<file path="src/rtl/io_input_bank.sv">
// io_input_bank: memory-mapped bank of synchronised, debounced input ports
// with sticky change flags, a clear-on-read status word and a level irq.
module io_input_bank #(
    parameter int         NUM_PORTS       = 2,
    parameter int         PORT_WIDTH      = 8,
    parameter logic [5:0] BASE_SEL        = 6'b110000,
    parameter int         DEBOUNCE_CYCLES = 4
) (
    input  logic                            io_clk,
    input  logic                            reset,
    input  logic [31:0]                     addr,
    input  logic                            io_rd,
    input  logic [NUM_PORTS*PORT_WIDTH-1:0] in_ports,
    output logic [31:0]                     io_read_data,
    output logic                            irq
);

    localparam int         PW       = PORT_WIDTH;
    localparam logic [5:0] STAT_SEL = BASE_SEL + 6'(NUM_PORTS);
    localparam logic [7:0] LAST_CNT =
        (DEBOUNCE_CYCLES > 0) ? 8'(DEBOUNCE_CYCLES - 1) : 8'd0;

    logic [NUM_PORTS*PW-1:0] sync1;
    logic [NUM_PORTS*PW-1:0] sync2;
    logic [NUM_PORTS*PW-1:0] port_val;
    logic [NUM_PORTS-1:0]    chg;
    logic [NUM_PORTS-1:0]    chg_set;
    logic [5:0]              sel;
    logic                    stat_clr;
    logic                    unused_addr;

    assign sel         = addr[7:2];
    assign stat_clr    = io_rd && (sel == STAT_SEL);
    assign unused_addr = ^{addr[31:8], addr[1:0]};

    // Two-flop synchroniser on every raw input bit.
    always_ff @(posedge io_clk) begin
        if (reset) begin
            sync1 <= '0;
            sync2 <= '0;
        end else begin
            sync1 <= in_ports;
            sync2 <= sync1;
        end
    end

    for (genvar i = 0; i < NUM_PORTS; i++) begin : g_port
        logic [PW-1:0] s2;
        logic [PW-1:0] in_r;

        assign s2                  = sync2[i*PW +: PW];
        assign port_val[i*PW +: PW] = in_r;

        if (DEBOUNCE_CYCLES == 0) begin : g_bypass
            assign chg_set[i] = (s2 != in_r);

            // Filter bypassed: the synchronised value is committed directly.
            always_ff @(posedge io_clk) begin
                if (reset) begin
                    in_r <= '0;
                end else begin
                    in_r <= s2;
                end
            end
        end else begin : g_filter
            logic [PW-1:0] cand;
            logic [7:0]    cnt;

            // A commit always carries a value different from in_r.
            assign chg_set[i] = (s2 == cand) && (cand != in_r)
                              && (cnt == LAST_CNT);

            // Candidate must stay stable for the whole window to commit.
            always_ff @(posedge io_clk) begin
                if (reset) begin
                    cand <= '0;
                    cnt  <= 8'd0;
                    in_r <= '0;
                end else if (s2 != cand) begin
                    cand <= s2;
                    cnt  <= 8'd0;
                end else if (cand != in_r) begin
                    if (cnt == LAST_CNT) begin
                        in_r <= cand;
                        cnt  <= 8'd0;
                    end else begin
                        cnt <= cnt + 8'd1;
                    end
                end else begin
                    cnt <= 8'd0;
                end
            end
        end
    end

    // Sticky change flags; a new commit wins over a same-edge clear.
    always_ff @(posedge io_clk) begin
        if (reset) begin
            chg <= '0;
        end else begin
            chg <= (stat_clr ? '0 : chg) | chg_set;
        end
    end

    assign irq = |chg;

    // Combinational read mux; unmapped selects read as zero.
    always_comb begin
        io_read_data = 32'h0;
        for (int i = 0; i < NUM_PORTS; i++) begin
            if (sel == BASE_SEL + 6'(i)) begin
                io_read_data[PW-1:0] = port_val[i*PW +: PW];
            end
        end
        if (sel == STAT_SEL) begin
            io_read_data[NUM_PORTS-1:0] = chg;
        end
    end

endmodule

</file>
<file path="config.mk">
export PLATFORM = sky130hd
export DESIGN_NAME = io_input_bank
export DESIGN_NICKNAME = d
export VERILOG_FILES = /design/src/rtl/io_input_bank.sv
export SDC_FILE = /design/constraint.sdc
export NUM_CORES = 1
export LEC_CHECK = 0
export ABC_AREA = 1
export BUFFER_PORTS_ARGS = -buffer_cell sky130_fd_sc_hd__buf_2
export CAP_MARGIN = 30
export CELL_PAD_IN_SITES_DETAIL_PLACEMENT = 0
export CELL_PAD_IN_SITES_GLOBAL_PLACEMENT = 1
export CORE_ASPECT_RATIO = 1.2
export CORE_MARGIN = 2
export CORE_UTILIZATION = 35
export DETAILED_ROUTE_END_ITERATION = 10
export PLACE_DENSITY_LB_ADDON = 0.3
export SYNTH_ARGS = -nofsm -noshare
export SYNTH_HDL_FRONTEND = slang
export SYNTH_SLANG_ARGS = --single-unit
</file>
<file path="constraint.sdc">
create_clock -name io_clk -period 1.2 [get_ports io_clk]
set_input_delay 0.12 -clock io_clk [delete_from_list [all_inputs] [get_ports io_clk]]
set_output_delay 0.12 -clock io_clk [all_outputs]
set_load 0.01 [all_outputs]
</file>
# Word-level counts from Yosys, hierarchy flattened
# Cells that the tools add are included.
# W data, S select, Z words.
# totals
ff_bits	82
inputBits	51
out_inout_bits	33
word_cells	41
# op_classes
addsub	2
n_eq_ne	11
muxes	4
bitwise	5
n_reduce_logical	10
# ops
op	count
$ne A8 B8 Y1	4
$eq A6 B6 Y1 const B	3
$add A8 B1 Y8 const B	2
$eq A8 B2 Y1 const B	2
$eq A8 B8 Y1	2
$mux W8	2
$reduce_or A4 Y1	2
$reduce_and A3 Y1	2
$logic_and A1 B1 Y1	5
$mux W2	2
$not A1 Y1	4
$or A2 B2 Y2	1
$reduce_or A2 Y1	1

# Longest topological paths before layout
# Gate-level depths: netlist of run 1.
# depth
ltp_word	4
mapped_depth	10
ltp_nobuf	10

# Worst setup path after synthesis of run 1
# No wires, ideal clock.
# synth_path
kind	register -> register
start	register g_port[0].g_filter.cnt[0]
end	register g_port[0].g_filter.cnt[2]
setup_ns	0.117
t_arrival_ns	1.224
t_required_ns	1.083
setup_slack_ns	-0.141
stages_incl_launch_ff	7
path_buffers	0
synth_period_minus_slack_ns	1.341
cell_sequence	dfxtp_1 > ha_1 > nand2_1 > nor2_2 > nor2_1 > nand2_4 > nor2_2
# synth_via
elab_chain_cells	2
elab_cells_between_ends	3
classes_between	add/sub (1); eq/ne (1); reduce/logical (1)
# synth_rtl
item	line_no	source
start: declaration	67	logic [7:0] cnt;
start signal: assignment	87	cnt <= cnt + 8'd1;
parallel branches: the longest is 2 deep, another holds $add A8 B1 Y8	--	
# Several ways; the timed one is not identified.
# A chain may end at the register's enable or synchronous reset.

# Worst setup path after layout of run 1
# layout_path
start	register g_port[0].g_filter.cand[2]
end	register g_port[0].g_filter.cnt[0]
# layout_via
elab_chain_cells	3
elab_cells_between_ends	4
classes_between	eq/ne (2); bitwise (1); reduce/logical (1)
# layout_rtl
item	line_no	source
start: declaration	66	logic [PW-1:0] cand;
start signal: assignment	76	cand <= '0;
start signal: assignment	80	cand <= s2;
$ne A8 B8 Y1	82	end else if (cand != in_r) begin
$not A1 Y1 (no line)	--	
$reduce_or A4 Y1 (no line) *	--	
# Every way passes the cells marked *; elsewhere a longest branch is shown, timed or not.

==> results of run 1 <==
logic make-up after synthesis:
family          after synthesis  synth area share
simple gates                266            0.3266
fa+ha+maj                     2          0.006643
compound gates               13           0.02126
other cells                   1         0.0009957
xor+xnor                     19           0.04419
flops                        82            0.4359
buf+inv                     141            0.1644
cell usage in the layout (no fill, tap or decap), types with 16 or more instances in the layout:
cell type and instances:
inv_2 31, inv_1 79, dfxtp_1 42, dfxtp_2 38
nor2_2 22, buf_6 20, dlygate4sd3_1 16, buf_4 47
nand2_1 101, conb_1 24, nor2_1 76, buf_2 31
nand2_2 19, nand4_1 21
cell type report:
class                      instances  area, µm²  share of cell area
multi-input combinational        326       1863              0.3501
tap                              129      161.4             0.03033
timing repair buffer             115      913.4              0.1716
inverter                         110      412.9             0.07759
clock buffer                      12      246.5             0.04632
sequential                        82       1697              0.3188
clock inverter                     4      27.53            0.005173
state kept, by name (all words and copies together), names as in the netlist:
signal and cells:
g_port.g_filter.cnt 16, sync2 16, g_port.in_r 16, sync1 16, g_port.g_filter.cand 16, chg 2
metal layers:
metal,GRT usage,up-vias
met5,0,-
met4,0.05394,0
met3,0.03029,10
met2,0.2173,57
met1,0.1805,1476
li1,-,1759
what timing repair did:
item	in CTS	in global routing
buffers inserted	8	4
hold buffers	16	0
setup endpoints to repair	43	42
gates resized for setup	74	61
pin swaps	31	31
gates cloned	2	0
endpoints found under the hold margin	16	0
metrics by stage:
stage / setup TNS (ns) / instance area (µm²) / util / worst slack [ns]
6_report: -5.053 / 5321 / 0.5060 / -0.1881
5_1_grt: -8.369 / 5321 / 0.5060 / -0.2723
4_1_cts: -4.692 / 5129 / 0.4877 / -0.1649
3_5_place_dp: -4.585 / 4409 / 0.4193 / -0.1773
3_3_place_gp: -4.011 / 4409 / 0.4193 / -0.1500
2_1_floorplan: -0.2252 / 3871 / - / -0.02580
power groups by stage:
stage | Sequential, W | Combinational (W) | Clock [W]
after global routing | 0.00284 | 0.000740 | 0.00268
final | 0.00283 | 0.000669 | 0.00252
after detailed placement | 0.00289 | 0.000536 | 0
after CTS | 0.00283 | 0.000623 | 0.00259
after floorplan | 0.00288 | 0.000403 | 0
after global placement | 0.00289 | 0.000530 | 0
worst paths after layout:
kind | slack [ns] | endpoint | cells after the start
setup / recovery | -0.19 | g_port[0].g_filter.cnt[0] | 7
hold / removal | 0.13 | sync1[6] | 2
setup reg to reg | -0.19 | g_port[0].g_filter.cnt[0] | 7
hold reg to reg | 0.39 | sync2[14] | 2
==> results.tsv, run 1 <==
metric	value	unit
critical path class	reg -> reg	
H-tree levels	3	
slowest CP cell	dfxtp_2	
Setup WS post-layout	-0.1881	ns
Worst slew margin	0.6660	
final hold slack	0.1269	ns
clk_lat worst skew	0.33	ns
DR iter-0 viols	117	
Avg Cell Area, Syn	7.187	µm²
uppermost layer routed	met4	
Total GRT Usage	0.1369	
met3 WL post-DR	270	µm
Hold Crit Start	reset	
CP Cell Sequence	xor2_1 > nor2_1 > nand2_2 > nor2_8 > and2_4 > nand2_8 > nor2_2	
Setup Viol. Count Final	40	
vias in the first global route	2983	
Synth async-reset ratio	0	
Max Cap Viol	0	
post-route insts no fill	778	
layout overhead on the synthesized area	41.30	%
Final nets	697	
Required @ worst endpoint	1.47	ns
clock network power share	0.419	
Buf+Inv Stages, Crit Path	0	
count leader, synth	nand2_1	
Final Max Tran Viols	0	
final worst-path cycle share	1.157	
Commonest cells post-synth	115 x nand2_1, 101 x inv_1, 92 x nor2_1	
grt ovf	0	
critical path startpoint	g_port[0].g_filter.cand[2]	
leakage	2.463	nW
CP max FO	7	
met2 WL post-DR	3.626	mm
Gate power share	0.111	
hold crit path type	in -> reg	
top_reg_cell synth	dfxtp_1	
root buffer cell	clkbuf_16	
I/O Buffers	33	
P_int	0.004546	W
synth top area cells	dfxtp_1 44%, nand2_1 11%, inv_1 10%	
status	complete, but fails checks	
Final ANT Viol Nets	0	
Seq pwr share	0.470	
CORE AREA	10520	µm²
routed metal-1 wire length	3.828	mm
max incr delay on CP	0.34	ns
PwrDens	1131	nW/µm²
Ports	84	
Design Power	0.006016	W
placed cells	732	
Yosys top cell by area	dfxtp_1	
Least-Margin Pin Slew	0.5005	ns
Fmax	0.7204	GHz
Die Ht	117.6	µm
Net Sw Frac	0.2443	
#FFs+latches synth	82	
EDFF count, synth	0	
TritonCTS clock tree	yes	
first-pass GRT wire length	12.92	mm
Final HPWL DP	5.344	mm
die width	98.70	µm
yosys warns	0	
crit path capture type	register	
Yosys cell types	28	
final WL	7.862	mm
mapped cell area	3766	µm²
Worst Skew	0.005653	ns
via/cell ratio	4.244	
initial antenna violation count	0	
VDD IR-drop max	0.6689	mV
RSZ-0062 raised after global routing	yes	
layout filler cell count	1034	
largest net degree at the start of global routing	23	
register area share after synthesis	0.4359	
ant diodes	0	
minimum clock period	1.388	ns
delay-heaviest family, CP	simple AND/OR/NAND/NOR gates	
CP Launch Type	register	
DRT Pass-1 Iters	4	
Clock Pin Slew Worst Setup and Hold Paths	0.06	ns
Data arrival, critical path	1.66	ns
Final Hold Vio Count	0	
failing checks	setup timing	
Net Switching	0.001470	W
Placer Congestion	0.7886	
Initial Util	0.3581	
Yosys top cell area share	0.4359	
layout cells sized above 1	0.4022	
DR WL/cell	10.11	µm
Reg2Reg Launch Point	g_port[0].g_filter.cand[2]	
Vias	3302	
CTS Sinks	82	
Remaining DRCs	0	
Num CTS Buffers	9	
clock tree buffer depth	2	
num rows	41	
DIE AREA	11610	µm²
Syn Inst Count	524	
No activity file was read; power rests on OpenSTA's default activity.
==> run 2, diff against run 1 <==
- PLACE_DENSITY_LB_ADDON: 0.3 -> 0.1
==> results.tsv, run 2 (synthesis gave the netlist of run 1 again) <==
metric	value	unit	change
status	complete, but fails checks		unchanged
failing checks	setup timing		unchanged
grt ovf	0		unchanged
die width	98.70	µm	unchanged
I/O Buffers	33		unchanged
DR iter-0 viols	76		was 117
Remaining DRCs	0		unchanged
Ports	84		unchanged
via/cell ratio	4.164		was 4.244
CTS Sinks	82		unchanged
Num CTS Buffers	9		unchanged
crit path capture type	register		unchanged
vias in the first global route	3059		was 2983
Placer Congestion	0.7796		was 0.7886
Setup WS post-layout	-0.1654	ns	was -0.1881 ns
Finished Cell Area	5334	µm²	was 5321 µm²
TritonCTS clock tree	yes		unchanged
num rows	41		unchanged
slowest CP cell	dfxtp_4		was dfxtp_2
ant diodes	0		unchanged
clock tree buffer depth	2		unchanged
Required @ worst endpoint	1.43	ns	was 1.47 ns
Final Max Tran Viols	0		unchanged
Max Cap Viol	0		unchanged
initial antenna violation count	0		unchanged
RSZ-0062 raised after global routing	yes		unchanged
Vias	3273		was 3302
minimum clock period	1.365	ns	was 1.388 ns
hold crit path type	in -> reg		unchanged
Buf+Inv Stages, Crit Path	1		was 0
CP Cell Sequence	buf_4 > xnor2_2 > nand2_1 > nor2_2 > nand2_4 > and2_4 > nand2_8 > nor2_2		was xor2_1 > nor2_1 > nand2_2 > nor2_8 > and2_4 > nand2_8 > nor2_2
Total GRT Usage	0.1474		was 0.1369
Final Hold Vio Count	0		unchanged
first-pass GRT wire length	13.70	mm	was 12.92 mm
CORE AREA	10520	µm²	unchanged
DR WL/cell	10.31	µm	was 10.11 µm
Data arrival, critical path	1.59	ns	was 1.66 ns
most common cell after layout, fill and taps aside	nand2_1		unchanged
clk_lat worst skew	0.34	ns	was 0.33 ns
Final ANT Viol Nets	0		unchanged
CP max FO	7		unchanged
final worst-path cycle share	1.138		was 1.157
critical path class	reg -> reg		unchanged
Setup Viol. Count Final	39		was 40
Final HPWL DP	5.859	mm	was 5.344 mm
TNS Setup	-4.003	ns	was -5.053 ns
max incr delay on CP	0.34	ns	about the same
Fmax	0.7324	GHz	was 0.7204 GHz
largest net degree at the start of global routing	19		was 23
layout cells sized above 1	0.3896		was 0.4022
delay-heaviest family, CP	simple AND/OR/NAND/NOR gates		unchanged
DIE AREA	11610	µm²	unchanged
PwrDens	1181	nW/µm²	was 1131 nW/µm²
VDD IR-drop max	0.8118	mV	was 0.6689 mV
Worst Skew	0.004342	ns	was 0.005653 ns
layout overhead on the synthesized area	41.63	%	was 41.30%
Post-DP Area	4472	µm²	was 4409 µm²
leakage	2.533	nW	was 2.463 nW
H-tree levels	3		unchanged
Final nets	705		was 697
Initial Util	0.3581		unchanged
root buffer cell	clkbuf_16		unchanged
most used cell, CP	nor2_2		
DRT Pass-1 Iters	4		unchanged
most frequent cells in the layout	100 x nand2_1, 82 x inv_1, 82 x nor2_1		was 101 x nand2_1, 79 x inv_1, 76 x nor2_1
Die Ht	117.6	µm	unchanged
Clock Pin Slew Worst Setup and Hold Paths	0.06	ns	about the same
final WL	8.104	mm	was 7.862 mm
CP Launch Type	register		unchanged
run 2: cell count changes in the layout (fill, tap and decap cells not counted), sizes merged:
| cell | previous run | this run |
|---|---|---|
| buf | 99 | 106 |
| bufinv | 0 | 1 |
| clkinvlp | 3 | 1 |
| inv | 110 | 111 |
| nor2 | 106 | 107 |
| clkbuf | 12 | 13 |
| clkinv | 1 | 0 |
run 2: what timing repair did:
item                       CTS  global route
hold endpoints to repair    16             0
pin swaps                   27            42
hold buffers                16             0
setup endpoints to repair   43            42
resized for setup           65            53
cloned                       3             0
setup buffers                7             2
run 2: final timing paths:
check / startpoint / to / slack, ns / cells past startpoint
worst max-delay path: g_port[0].g_filter.cand[2] / g_port[0].g_filter.cnt[2] / -0.17 / 8
worst min-delay path: io_rd / chg[0] / 0.16 / 4
worst max register to register: g_port[0].g_filter.cand[2] / g_port[0].g_filter.cnt[2] / -0.17 / 8
worst min register to register: sync1[0] / sync2[0] / 0.39 / 2
run 2: power by group:
part	internal [W]	switching [W]	leakage, nW
Clock	0.00173	0.00107	0.146
Combinational	0.000305	0.000373	1.70
Sequential	0.00278	0.0000356	0.689
Total	0.00482	0.00148	2.53
run 2: cell type report:
| type | count | area, µm² |
|---|---|---|
| flip-flops and latches | 82 | 1705 |
| repair buffers | 122 | 939.7 |
| clock inverters | 3 | 46.29 |
| clock buffers | 13 | 260.3 |
| inverters | 110 | 412.9 |
| well taps | 129 | 161.4 |
| multi-input cells | 327 | 1808 |
| fillers | 1054 | 5182 |
run 2: tightest hold or removal path, stage by stage:
cell	delay, ns
buf_2	0.08
inv_1	0.04
o21ai_0	0.15
a21oi_1	0.06
run 2: per-stage QoR:
step	power, W	setup slack [ns]	instances	hold slack (ns)	utilization
after floorplan	0.003283	-0.02580	547	0.2270	-
after global placement	0.003425	-0.1594	742	0.3220	0.4252
after detailed placement	0.003433	-0.1772	742	0.3259	0.4252
after CTS	0.006364	-0.1715	784	0.1378	0.4928
after global routing	0.006590	-0.2528	786	0.1880	0.5072
final	0.006300	-0.1654	786	0.1555	0.5072
run 2: metal layers:
metal  global-route usage  wire (µm)
met5                    0          0
met1               0.1932       3910
met4              0.08305        266
met2               0.2275       3629
met3              0.02613        298
==> run 3, diff against run 2 <==
- clock period: 1.2 -> 1.15 ns (I/O delays scaled with it)
==> results.tsv, run 3 (synthesis gave the netlist of run 1 again) <==
metric	value	unit	change
Num CTS Buffers	9		unchanged
Final Max Tran Viols	0		unchanged
DR WL/cell	10.70	µm	was 10.31 µm
critical path class	reg -> reg		unchanged
Remaining DRCs	0		unchanged
via/cell ratio	4.213		was 4.164
Placer Congestion	0.8053		was 0.7796
Worst R2R Setup Slack	-0.27	ns	was -0.17 ns
num rows	41		unchanged
Die Ht	117.6	µm	unchanged
P_int	0.004727	W	was 0.004823 W
placed cells	740		was 742
uppermost layer routed	met4		unchanged
Setup WS post-layout	-0.2655	ns	was -0.1654 ns
most frequent cells in the layout	105 x nand2_1, 86 x inv_1, 80 x nor2_1		was 100 x nand2_1, 82 x inv_1, 82 x nor2_1
DR iter-0 viols	111		was 76
met2 WL post-DR	3.757	mm	was 3.629 mm
Required @ worst endpoint	1.43	ns	about the same
Critical R2R Capture	g_port[0].g_filter.cnt[4]		was g_port[0].g_filter.cnt[2]
Register-to-Register Path Depth	7		was 8
minimum clock period	1.415	ns	was 1.365 ns
final worst-path cycle share	1.231		was 1.138
clk_lat worst skew	0.34	ns	about the same
clock tree buffer depth	2		unchanged
Net Sw Frac	0.2504		was 0.2344
Final ANT Viol Nets	0		unchanged
vias in the first global route	3221		was 3059
I/O Buffers	33		unchanged
most common cell after layout, fill and taps aside	nand2_1		unchanged
Hold Path End	sync1[13]		was chg[0]
DIE AREA	11610	µm²	unchanged
Total GRT Usage	0.1540		was 0.1474
root buffer cell	clkbuf_16		unchanged
TNS Setup	-7.215	ns	was -4.003 ns
CORE AREA	10520	µm²	unchanged
CP max FO	7		unchanged
hold crit path type	in -> reg		unchanged
Vias	3278		was 3273
Net Switching	0.001579	W	was 0.001477 W
Reg2Reg Launch Point	g_port[0].g_filter.cand[2]		unchanged
layout cells sized above 1	0.3806		was 0.3896
largest net degree at the start of global routing	20		was 19
Worst Skew	0.007114	ns	was 0.004342 ns
VDD IR-drop max	0.7859	mV	was 0.8118 mV
crit path capture type	register		unchanged
Max Cap Viol	0		unchanged
DRT Pass-1 Iters	4		unchanged
final WL	8.326	mm	was 8.104 mm
final hold slack	0.009913	ns	was 0.1555 ns
Design Power	0.006307	W	was 0.006300 W
RSZ-0062 raised after global routing	yes		unchanged
Least-Margin Pin Slew	0.5786	ns	
die width	98.70	µm	unchanged
leakage	2.476	nW	was 2.533 nW
grt ovf	0		unchanged
CP Launch Type	register		unchanged
Final nets	697		was 705
PwrDens	1191	nW/µm²	was 1181 nW/µm²
Fmax	0.7065	GHz	was 0.7324 GHz
CTS Sinks	82		unchanged
Ports	84		unchanged
Post-DP Area	4477	µm²	was 4472 µm²
Hold Path Depth	3		was 4
Finished Cell Area	5296	µm²	was 5334 µm²
met3 WL post-DR	281	µm	was 298 µm
Clock Pin Slew Worst Setup and Hold Paths	0.06	ns	about the same
Data arrival, critical path	1.69	ns	was 1.59 ns
clock network power share	0.421		was 0.445
layout overhead on the synthesized area	40.63	%	was 41.63%
failing checks	setup timing		unchanged
Hold Crit Start	in_ports[13]		was io_rd
Initial Util	0.3581		unchanged
Gate power share	0.111		was 0.108
H-tree levels	3		unchanged
post-route insts no fill	778		was 786
status	complete, but fails checks		unchanged
ant diodes	0		unchanged
routed metal-1 wire length	4.047	mm	was 3.910 mm
critical path startpoint	g_port[0].g_filter.cand[2]		unchanged
Final HPWL DP	5.952	mm	was 5.859 mm
Final Hold Vio Count	0		unchanged
first-pass GRT wire length	14.46	mm	was 13.70 mm
Seq pwr share	0.468		was 0.448
initial antenna violation count	0		unchanged
Worst slew margin	0.6138		
Setup Viol. Count Final	39		unchanged
TritonCTS clock tree	yes		unchanged
run 3: cell count changes in the layout (fill, tap and decap cells not counted), moves of 3 or more:
cell     delta
dfxtp_2     +4
buf_4       -8
dfxtp_4     -3
nand2_2     -6
nor2_2      +4
inv_1       +4
inv_2       -4
nand2_1     +5
run 3: metal layers:
layer  GRT usage  vias to the layer above
met5           0                        -
met4     0.08048                        0
met3     0.02732                       14
met2      0.2449                       60
met1      0.1981                     1453
li1            -                     1751
run 3: what timing repair did:
item	CTS	global route
endpoints found under the hold margin	15	0
cloned	3	0
hold buffers	15	0
setup endpoints to repair	43	43
pin swaps	42	26
buffers inserted	4	2
resized for setup	74	41
run 3: critical path, cell delays in order, from the launching register on:
cell     delay, ns
dfxtp_2       0.33
xor2_1        0.17
nor2_2        0.15
nand2_2       0.11
nor2_8        0.20
and2_4        0.22
nand2_8       0.09
nor2_2        0.09
run 3: metrics by stage:
stage	util	worst slack (ns)
final	0.5036	-0.2655
after global routing	0.5036	-0.3355
after CTS	0.4910	-0.2356
after detailed placement	0.4257	-0.2746
after global placement	0.4257	-0.2638
after floorplan	-	-0.07580
run 3: worst max path at each step:
stage                                      endpoint  slack, ns  cells after the start
after global placement            g_port[1].in_r[5]      -0.26                     10
after global routing      g_port[0].g_filter.cnt[7]      -0.34                      7
after CTS                 g_port[0].g_filter.cnt[2]      -0.24                      9
final                     g_port[0].g_filter.cnt[4]      -0.27                      7
after floorplan           g_port[0].g_filter.cnt[0]      -0.08                      7
after detailed placement          g_port[1].in_r[5]      -0.27                     10
run 3: area by class of cell:
cell class | instances | area, µm²
Clock inverter | 4 | 27.53
Tap cell | 129 | 161.4
Clock buffer | 12 | 246.5
Timing Repair Buffer | 114 | 910.9
Inverter | 110 | 412.9
Fill cell | 1038 | 5220
Sequential cell | 82 | 1699
Multi-Input combinational cell | 327 | 1838
run 3: power by group through the flow:
stage / Clock [W] / Combinational, W / Sequential, W
after floorplan: 0 / 0.000421 / 0.00300
after global placement: 0 / 0.000545 / 0.00301
after detailed placement: 0 / 0.000552 / 0.00301
after CTS: 0.00274 / 0.000677 / 0.00295
after global routing: 0.00286 / 0.000776 / 0.00296
final: 0.00266 / 0.000700 / 0.00295
